$ cat src/rtl/in_decimal_entry_if.sv
// Request/valid handshake between the core and the decimal entry block.
interface in_decimal_entry_if;
  logic       request;
  logic [8:0] dataIn;
  logic       valid;

  modport master (output request, input dataIn, input valid);
  modport slave  (input request, output dataIn, output valid);
endinterface

$ cat src/rtl/in_decimal_entry.sv
// Operator decimal entry: three BCD digits plus sign, keyed in on push-buttons,
// range-checked and handed to the core as a 9-bit two's-complement word.
module in_decimal_entry (
  input  logic              clock,
  input  logic              reset,
  in_decimal_entry_if.slave bus,
  input  logic [3:0]        digit,
  input  logic              key_digit,
  input  logic              key_sign,
  input  logic              key_enter,
  input  logic              key_clear,
  output logic              waiting,
  output logic              error,
  output logic [3:0]        bcd1,
  output logic [3:0]        bcd2,
  output logic [3:0]        bcd3,
  output logic              negative
);

  typedef enum logic [1:0] {IDLE, ENTRY, CHECK, DONE} state_e;

  localparam int K_DIGIT = 0;
  localparam int K_SIGN  = 1;
  localparam int K_ENTER = 2;
  localparam int K_CLEAR = 3;

  state_e     state, state_nxt;
  logic [3:0] key_r, key_q, digit_r;
  logic [3:0] key_edge;
  logic [3:0] bcd1_nxt, bcd2_nxt, bcd3_nxt;
  logic [1:0] count, count_nxt;
  logic       negative_nxt, error_nxt;
  logic [8:0] data, data_nxt;
  logic [9:0] mag, mag_neg;
  logic       legal;

  // Keys pass through one register stage before edge detection, so a press
  // first sampled at one edge acts at the following edge.
  assign key_edge = key_r & ~key_q;

  assign mag     = 10'(bcd3) * 10'd100 + 10'(bcd2) * 10'd10 + 10'(bcd1);
  assign mag_neg = ~mag + 10'd1;
  assign legal   = negative ? (mag <= 10'd256) : (mag <= 10'd255);

  // NOTE: sequential state uses non-blocking assignments so every flop samples
  // the pre-edge values, independent of statement order.
  always_ff @(posedge clock) begin
    if (reset) begin
      state    <= IDLE;
      key_r    <= '0;
      key_q    <= '0;
      digit_r  <= '0;
      bcd1     <= '0;
      bcd2     <= '0;
      bcd3     <= '0;
      count    <= '0;
      negative <= 1'b0;
      error    <= 1'b0;
      data     <= '0;
    end else begin
      state    <= state_nxt;
      key_r    <= {key_clear, key_enter, key_sign, key_digit};
      key_q    <= key_r;
      digit_r  <= digit;
      bcd1     <= bcd1_nxt;
      bcd2     <= bcd2_nxt;
      bcd3     <= bcd3_nxt;
      count    <= count_nxt;
      negative <= negative_nxt;
      error    <= error_nxt;
      data     <= data_nxt;
    end
  end

  // NOTE: every variable gets its hold value first so no path leaves one
  // unassigned, which would infer a latch.
  always_comb begin
    state_nxt    = state;
    bcd1_nxt     = bcd1;
    bcd2_nxt     = bcd2;
    bcd3_nxt     = bcd3;
    count_nxt    = count;
    negative_nxt = negative;
    error_nxt    = error;
    data_nxt     = data;

    unique case (state)
      IDLE: begin
        if (bus.request) begin
          state_nxt    = ENTRY;
          bcd1_nxt     = '0;
          bcd2_nxt     = '0;
          bcd3_nxt     = '0;
          count_nxt    = '0;
          negative_nxt = 1'b0;
          error_nxt    = 1'b0;
        end
      end

      ENTRY: begin
        // A withdrawn request wins over any key event in the same cycle.
        if (!bus.request) begin
          state_nxt = IDLE;
        end else if (key_edge[K_CLEAR]) begin
          bcd1_nxt     = '0;
          bcd2_nxt     = '0;
          bcd3_nxt     = '0;
          count_nxt    = '0;
          negative_nxt = 1'b0;
          error_nxt    = 1'b0;
        end else if (key_edge[K_ENTER]) begin
          state_nxt = CHECK;
        end else if (key_edge[K_SIGN]) begin
          negative_nxt = ~negative;
          error_nxt    = 1'b0;
        end else if (key_edge[K_DIGIT] && digit_r <= 4'd9 && count != 2'd3) begin
          bcd3_nxt  = bcd2;
          bcd2_nxt  = bcd1;
          bcd1_nxt  = digit_r;
          count_nxt = count + 2'd1;
          error_nxt = 1'b0;
        end
      end

      CHECK: begin
        if (legal) begin
          data_nxt  = negative ? mag_neg[8:0] : mag[8:0];
          error_nxt = 1'b0;
          state_nxt = DONE;
        end else begin
          error_nxt = 1'b1;
          state_nxt = ENTRY;
        end
      end

      DONE: begin
        if (!bus.request) state_nxt = IDLE;
      end

      default: state_nxt = IDLE;
    endcase
  end

  assign bus.valid  = (state == DONE);
  assign bus.dataIn = data;
  assign waiting    = (state == ENTRY);

endmodule

$ cat src/flat_wrapper.sv
// flat-port wrapper written by rule: the top's interface ports become plain ports
module in_decimal_entry_flat 
  (clock, reset, digit, key_digit, key_sign, key_enter, key_clear, waiting, error, bcd1, bcd2, bcd3, negative, bus_request, bus_dataIn, bus_valid);
  in_decimal_entry_if bus_i ();
  input  logic clock;
  input  logic reset;
  input  logic [3:0] digit;
  input  logic key_digit;
  input  logic key_sign;
  input  logic key_enter;
  input  logic key_clear;
  output logic waiting;
  output logic error;
  output logic [3:0] bcd1;
  output logic [3:0] bcd2;
  output logic [3:0] bcd3;
  output logic negative;
  input wire logic [$bits(bus_i.request)-1:0] bus_request;
  output wire logic [$bits(bus_i.dataIn)-1:0] bus_dataIn;
  output wire logic [$bits(bus_i.valid)-1:0] bus_valid;
  assign bus_i.request = bus_request;
  assign bus_dataIn = bus_i.dataIn;
  assign bus_valid = bus_i.valid;
  in_decimal_entry u_core (.clock(clock), .reset(reset), .bus(bus_i), .digit(digit), .key_digit(key_digit), .key_sign(key_sign), .key_enter(key_enter), .key_clear(key_clear), .waiting(waiting), .error(error), .bcd1(bcd1), .bcd2(bcd2), .bcd3(bcd3), .negative(negative));
endmodule
$ cat config.mk
export PLATFORM = sky130hd
export DESIGN_NAME = in_decimal_entry_flat
export DESIGN_NICKNAME = d
export VERILOG_FILES = /design/src/rtl/in_decimal_entry_if.sv /design/src/rtl/in_decimal_entry.sv /design/src/flat_wrapper.sv
export SDC_FILE = /design/constraint.sdc
export NUM_CORES = 1
export LEC_CHECK = 0
export CORE_MARGIN = 2
export CORE_UTILIZATION = 30
export DETAILED_ROUTE_END_ITERATION = 8
export GPL_ROUTABILITY_DRIVEN = 0
export PLACE_DENSITY = 0.46
export SYNTH_ARGS = -nofsm -noshare
export SYNTH_HDL_FRONTEND = slang
export SYNTH_SLANG_ARGS = --single-unit
$ cat constraint.sdc
create_clock -name clock -period 6.9 [get_ports clock]
set_clock_uncertainty 0.2 [all_clocks]
set_input_delay 1.38 -clock clock [delete_from_list [all_inputs] [get_ports clock]]
set_output_delay 1.38 -clock clock [all_outputs]
set_load 0.01 [all_outputs]
# Word level (Yosys, flattened, before mapping)
# Index checks and enable logic that the tools add are counted.
dict set report totals {
  ff_bits 39
  out_inout_bits 25
}
dict set report op_classes {
  add_sub_neg 4
  mul 2
  magnitude_cmp 3
  eq_ne 14
  mux 48
  bitwise 4
  reduce_logical 10
}
# operator count
set op_table {}
lappend op_table {{2-to-1 mux 4 bit} 16}
lappend op_table {{2-to-1 mux 2 bit} 12}
lappend op_table {{one-hot mux 4 bit (2 select lines)} 3}
lappend op_table {{2-to-1 mux 1 bit} 12}
lappend op_table {{adder 10 x 4 -> 10 bit} 1}
lappend op_table {{adder 10 x 8 -> 10 bit} 1}
lappend op_table {{<= comparator 10 x 8 -> 1 bit, second input constant} 1}
lappend op_table {{<= comparator 10 x 9 -> 1 bit, second input constant} 1}
lappend op_table {{AND reduction 5 bit} 2}
lappend op_table {{adder 9 x 1 -> 9 bit, second input constant} 1}
lappend op_table {{2-to-1 mux 9 bit} 1}
lappend op_table {{!= test 3 x 2 -> 1 bit, second input constant} 3}
lappend op_table {{inverter 9 bit} 1}
lappend op_table {{multiplier 4 x 5 -> 8 bit, second input constant} 1}
lappend op_table {{one-hot mux 2 bit (4 select lines)} 1}
lappend op_table {{multiplier 4 x 3 -> 7 bit, second input constant} 1}
lappend op_table {{!= test 2 bit, second input constant} 3}
lappend op_table {{!= test 3 x 1 -> 1 bit, second input constant} 2}
lappend op_table {{AND reduction 6 bit} 1}
lappend op_table {{AND 4 bit} 1}
lappend op_table {{equality test 2 bit, second input constant} 2}
lappend op_table {{<= comparator 4 bit, second input constant} 1}
lappend op_table {{!= test 4 x 1 -> 1 bit, second input constant} 1}
lappend op_table {{inverter 4 bit} 1}
lappend op_table {{14 further kinds} 15}

# Logic depth before layout (Yosys ltp)
dict set report logic_depth {
  word_depth 10
  mapped_depth 13
}

# Least setup slack after synthesis
# No wires, ideal clock.
dict set report synth_timing {
  kind {reg2reg}
  from {reg u_core.bcd2[3]}
  to {reg u_core.data[2] (netlist: u_core.bus.dataIn[2])}
  setup_ns 0.121
  t_arrival_ns 3.938
  slack_ns 2.641
  stages_incl_launch_ff 14
  path_buffers 2
  period_less_slack_ns 4.259
  cell_sequence {dfxtp_1 -> ha_1 -> ha_1 -> fa_1 -> ha_1 -> ha_1 -> buf_2 -> a21o_1 -> o21a_1 -> or4b_2 -> o311ai_1 -> a22o_1 -> buf_6 -> mux2_4}
}
dict set report synth_between {
  elab_chain_cells 6
  word_cells_on_any_way 7
  classes_between {add/sub: 2; mul: 1; order compare: 2; mux: 1; reduce/logical: 1}
}
# item line
set synth_lines {}
lappend synth_lines {{start, declared} in_decimal_entry.sv:15} ;# output logic [3:0] bcd2,
lappend synth_lines {{start signal, assigned} in_decimal_entry.sv:66} ;# bcd2 <= bcd2_nxt;
lappend synth_lines {{multiplier 4 x 3 -> 7 bit (*)} in_decimal_entry.sv:41} ;# assign mag = 10'(bcd3) * 10'd100 + 10'(bcd2) * 10'd10 + 10'(bcd1);
lappend synth_lines {{adder 10 x 8 -> 10 bit (*)} in_decimal_entry.sv:41}
lappend synth_lines {{adder 10 x 4 -> 10 bit (*)} in_decimal_entry.sv:41}
lappend synth_lines {{<= comparator 10 x 8 -> 1 bit / <= comparator 10 x 9 -> 1 bit (equally long branches)} in_decimal_entry.sv:43} ;# assign legal = negative ? (mag <= 10'd256) : (mag <= 10'd255);
lappend synth_lines {{2-to-1 mux 1 bit (*)} in_decimal_entry.sv:43}
lappend synth_lines {{AND reduction 2 bit (no line) (*)} --}
lappend synth_lines {{end signal, assigned} in_decimal_entry.sv:71} ;# data <= data_nxt;
lappend synth_lines {{end, declared} in_decimal_entry.sv:33} ;# logic [8:0] data, data_nxt;
# Mark *: on every way between the ends. The rest lies on a longest branch, timed or not.
# A chain may end at the register's enable or synchronous reset.

# Worst setup path after layout
dict set report layout_timing {
  from {reg u_core.bcd2[3]}
  to {reg u_core.data[3] (netlist: u_core.bus.dataIn[3])}
}
# Same word-level chain as after synthesis.

==> impl_metrics.csv <==
group,metric,value,unit
status,status,"finished clean",
logic_synthesis,yosys.area_share.simple,23.8,%
timing,fin_crit_sh,66.9,%
clock_network,cts_tree,"done",
placement,dp.final_hpwl,4140,µm
timing,worstMarginPinSlew,0.585,ns
final_layout,final_cells,415,
timing,rsz0062_at_grt,"no",
routing,drt_wl_total,5500,µm
final_layout,fin_nets,353,
logic_synthesis,synth.top_cell.area_share,32.1,%
logic_synthesis,synthAdderAreaFrac,17.0,%
placement,dp_cells,407,
logic_synthesis,ys_ff_latch,39,
power,power_frac_seq,50.6,%
die,rows,32,
final_layout,area_growth,22.2,%
timing,hold_viol_final,0,
clock_network,htreeDepth,2,
routing,vias_per_cell,4.76,
logic_synthesis,synthesis.nets,322,
logic_synthesis,yosys_warnings,0,
setup_path,startpoint_type,"flop",
grt,antenna_found_initial,0,
die,initial_core_util,31.3,%
logic_synthesis,syn_area,0.00243,mm²
logic_synthesis,synth_cell_types,47,
setup_path,reg2reg_slack,2.29,ns
placement,port-buffer-count,35,
setup_path,worst-setup-path-type,"reg -> reg",
power,power.share.clock,42.1,%
final_layout,antenna-diode-count,0,
logic_synthesis,syn_avg_cell_area,8.65,µm²
logic_synthesis,synth_flop_cell,"dfxtp_1",
clock_network,cts.path.max_buffers,2,
power,p_comb_share,7.3,%
timing,maxSlewViolCount,0,
clock_network,cts-hold-fix-buffers,0,
setup_path,cpMostUsedCell,"ha_1",
final_layout,fill_cells,800,
grt,grt_pass1_vias,1956,
setup_path,cp_cell_sequence,"ha_1 -> ha_1 -> fa_1 -> ha_1 -> ha_1 -> a21o_1 -> o21a_1 -> or4b_2 -> o311ai_1 -> a22o_1 -> mux2_4",
job,maxCapViolCount,0,
clock_network,cts_buffers,5,
setup_path,slowest_stage,"or4b_2",
clock_network,postCtsSetupBuffers,0,
power,p_int,352,µW
logic_synthesis,synth-compound-area-share,14.8,%
routing,drtIter0Drc,66,
setup_path,slowest_delay,0.61,ns
timing,slew_headroom,60.4,%
clock_network,clkSinkCount,39,
grt,grt_overflow,0,
timing,finalSetupViolCount,0,
die,dieWidth,94.0,µm
logic_synthesis,synth_top_family_by_area,"simple AND/OR/NAND/NOR gates",
logic_synthesis,synth.most_common_cell,"dfxtp_1",
power,powerDensity,154,mW/mm²
grt,grt_max_degree,40,
logic_synthesis,synth_area_leaders,"dfxtp_1, ha_1, nor2b_1",
logic_synthesis,yosys.area.top_type,"dfxtp_1",
power,leakage,0.00128,µW
power,max-vdd-ir-drop,0.0690,mV
die,core-area,0.00777,mm²
logic_synthesis,muxShareOfSynthArea,4.53,%
clock_network,clock_latency,0.29,ns
setup_path,worstPathRequired,6.88,ns
routing,ant_nets,0,
logic_synthesis,ys_seq_area_share,32.1,%
logic_synthesis,synthXorXnorAreaFrac,2.88,%
clock_network,ctsResizeCount,0,
routing,first_pass_iters,4,
timing,period_needed,4.61,ns
power,switching_share,23.4,%
setup_path,end_kind,"flop",
min_path,hp-class,"reg -> reg",
die,fp.dieH,94.0,µm
die,dieArea,0.00884,mm²
timing,clock.fmax,217,MHz
clock_network,clkTransAtPathRegs,0.08,ns
routing,detail_route.wl_per_cell,13.3,µm
final_layout,drive_gt1_share,5.43,%
setup_path,cp.arrival,4.59,ns
logic_synthesis,syn_inst,281,
power,total_power,459,µW
grt,grt_pass1_wl,9450,µm
logic_synthesis,yosys-top-cells-count,"dfxtp_1, a21oi_1, nand2_1",
routing,vias,1975,
die,io-pin-count,36,
clock_network,cts_root_buf,"clkbuf_8",
power,switchingPower,107,µW
grt,grt_use_total,13.4,%
logic_synthesis,synth_edf_count,0,
routing,drc,0,
timing,finalSetupTns,0,ns
setup_path,cp_max_fo,9,
logic_synthesis,synthArstFlopShare,0,%
-- cell families after synthesis --
group                      after synthesis
DFF                                     39
xor gates and xnor gates                 8
adders and majority gates               30
buffers and inverters                   27
muxes                                    9
and+or+nand+nor                        108
AOI/OAI and AO/OA                       60
-- power by group through the flow --
stage | registers (µW) | logic, µW | clock network, µW
2_1_floorplan | 237 | 21.1 | 0
3_3_place_gp | 237 | 34.1 | 0
3_5_place_dp | 237 | 34.0 | 0
4_1_cts | 232 | 34.2 | 198
5_1_grt | 233 | 37.8 | 211
6_report | 232 | 33.6 | 193
-- stage by stage --
step | hold WS (ns) | setup WS [ns] | area [µm²] | util (%)
after floorplan | 0.230 | 2.64 | 2430 | -
after global placement | 0.238 | 2.38 | 2860 | 36.8
after detailed placement | 0.243 | 2.29 | 2860 | 36.8
after CTS | 0.263 | 2.25 | 2970 | 38.2
after global routing | 0.283 | 2.08 | 2970 | 38.2
final | 0.260 | 2.29 | 2970 | 38.2
-- area by class of cell --
cell class / instances / area, µm² / area share [%]
inverter: 14 / 52.6 / 1.77
sequential: 39 / 781 / 26.3
timing repair buffer: 37 / 365 / 12.3
tap: 102 / 128 / 4.30
multi-input combinational: 215 / 1530 / 51.6
clock buffer: 5 / 68.8 / 2.32
clock inverter: 3 / 43.8 / 1.47
-- state kept, by name (all words and copies together), names as in the netlist, 2 cells and up --
register,cells
u_core.bcd1,4
u_core.bcd2,4
u_core.bcd3,4
u_core.bus.dataIn,9
u_core.count,2
u_core.digit_r,4
u_core.key_q,4
u_core.key_r,4
u_core.state,2
-- worst paths after layout --
kind,depth (start not counted),end,start
hold reg to reg,2,u_core.bus.dataIn[8]$_SDFFE_PP0P_,u_core.bus.dataIn[8]$_SDFFE_PP0P_
hold / removal,2,u_core.bus.dataIn[8]$_SDFFE_PP0P_,u_core.bus.dataIn[8]$_SDFFE_PP0P_
setup / recovery,11,u_core.bus.dataIn[3]$_SDFFE_PP0P_,u_core.bcd2[3]$_SDFFE_PP0P_
setup reg to reg,11,u_core.bus.dataIn[3]$_SDFFE_PP0P_,u_core.bcd2[3]$_SDFFE_PP0P_
-- routing by layer --
metal | wire length [µm] | GRT usage [%] | share of wire, % | up-vias
met4 | 48 | 3.26 | 0.87 | 0
li1 | - | - | - | 1055
met2 | 2380 | 20.8 | 43 | 39
met3 | 244 | 3.05 | 4.4 | 4
met1 | 2830 | 18.9 | 51 | 877
met5 | 0 | 0 | 0 | -
-- worst max-delay path, delay by kind of cell (launching register included) --
| family | cells | cell delay [ns] |
|---|---|---|
| simple gates | 1 | 0.61 |
| fa+ha+maj | 5 | 1.66 |
| compound gates | 4 | 1.27 |
| mux | 1 | 0.34 |
| flops | 1 | 0.43 |
-- placed cells by master, fill, tap and decap left out, types with 2 or more instances in the layout --
master	synthesis	routed
o31ai_1	2	2
a21oi_1	28	28
nor2_1	10	10
fa_1	5	5
and2_1	2	2
a21o_1	2	2
nand3_1	17	17
nand2_1	28	28
clkdlybuf4s50_1	0	35
xor2_1	5	5
inv_1	14	14
nor2b_1	24	24
clkbuf_8	0	5
dfxtp_1	39	39
nor3_1	6	6
ha_1	25	25
buf_4	0	2
or3_1	4	4
mux2_4	4	4
nand2b_1	3	3
o211ai_1	2	2
mux2i_1	5	5
and3_1	3	3
nor3b_1	2	2
o21ai_0	11	11
a211oi_1	3	3
xnor2_1	3	3
or4_1	2	2
(Power assumes the default switching activity.)
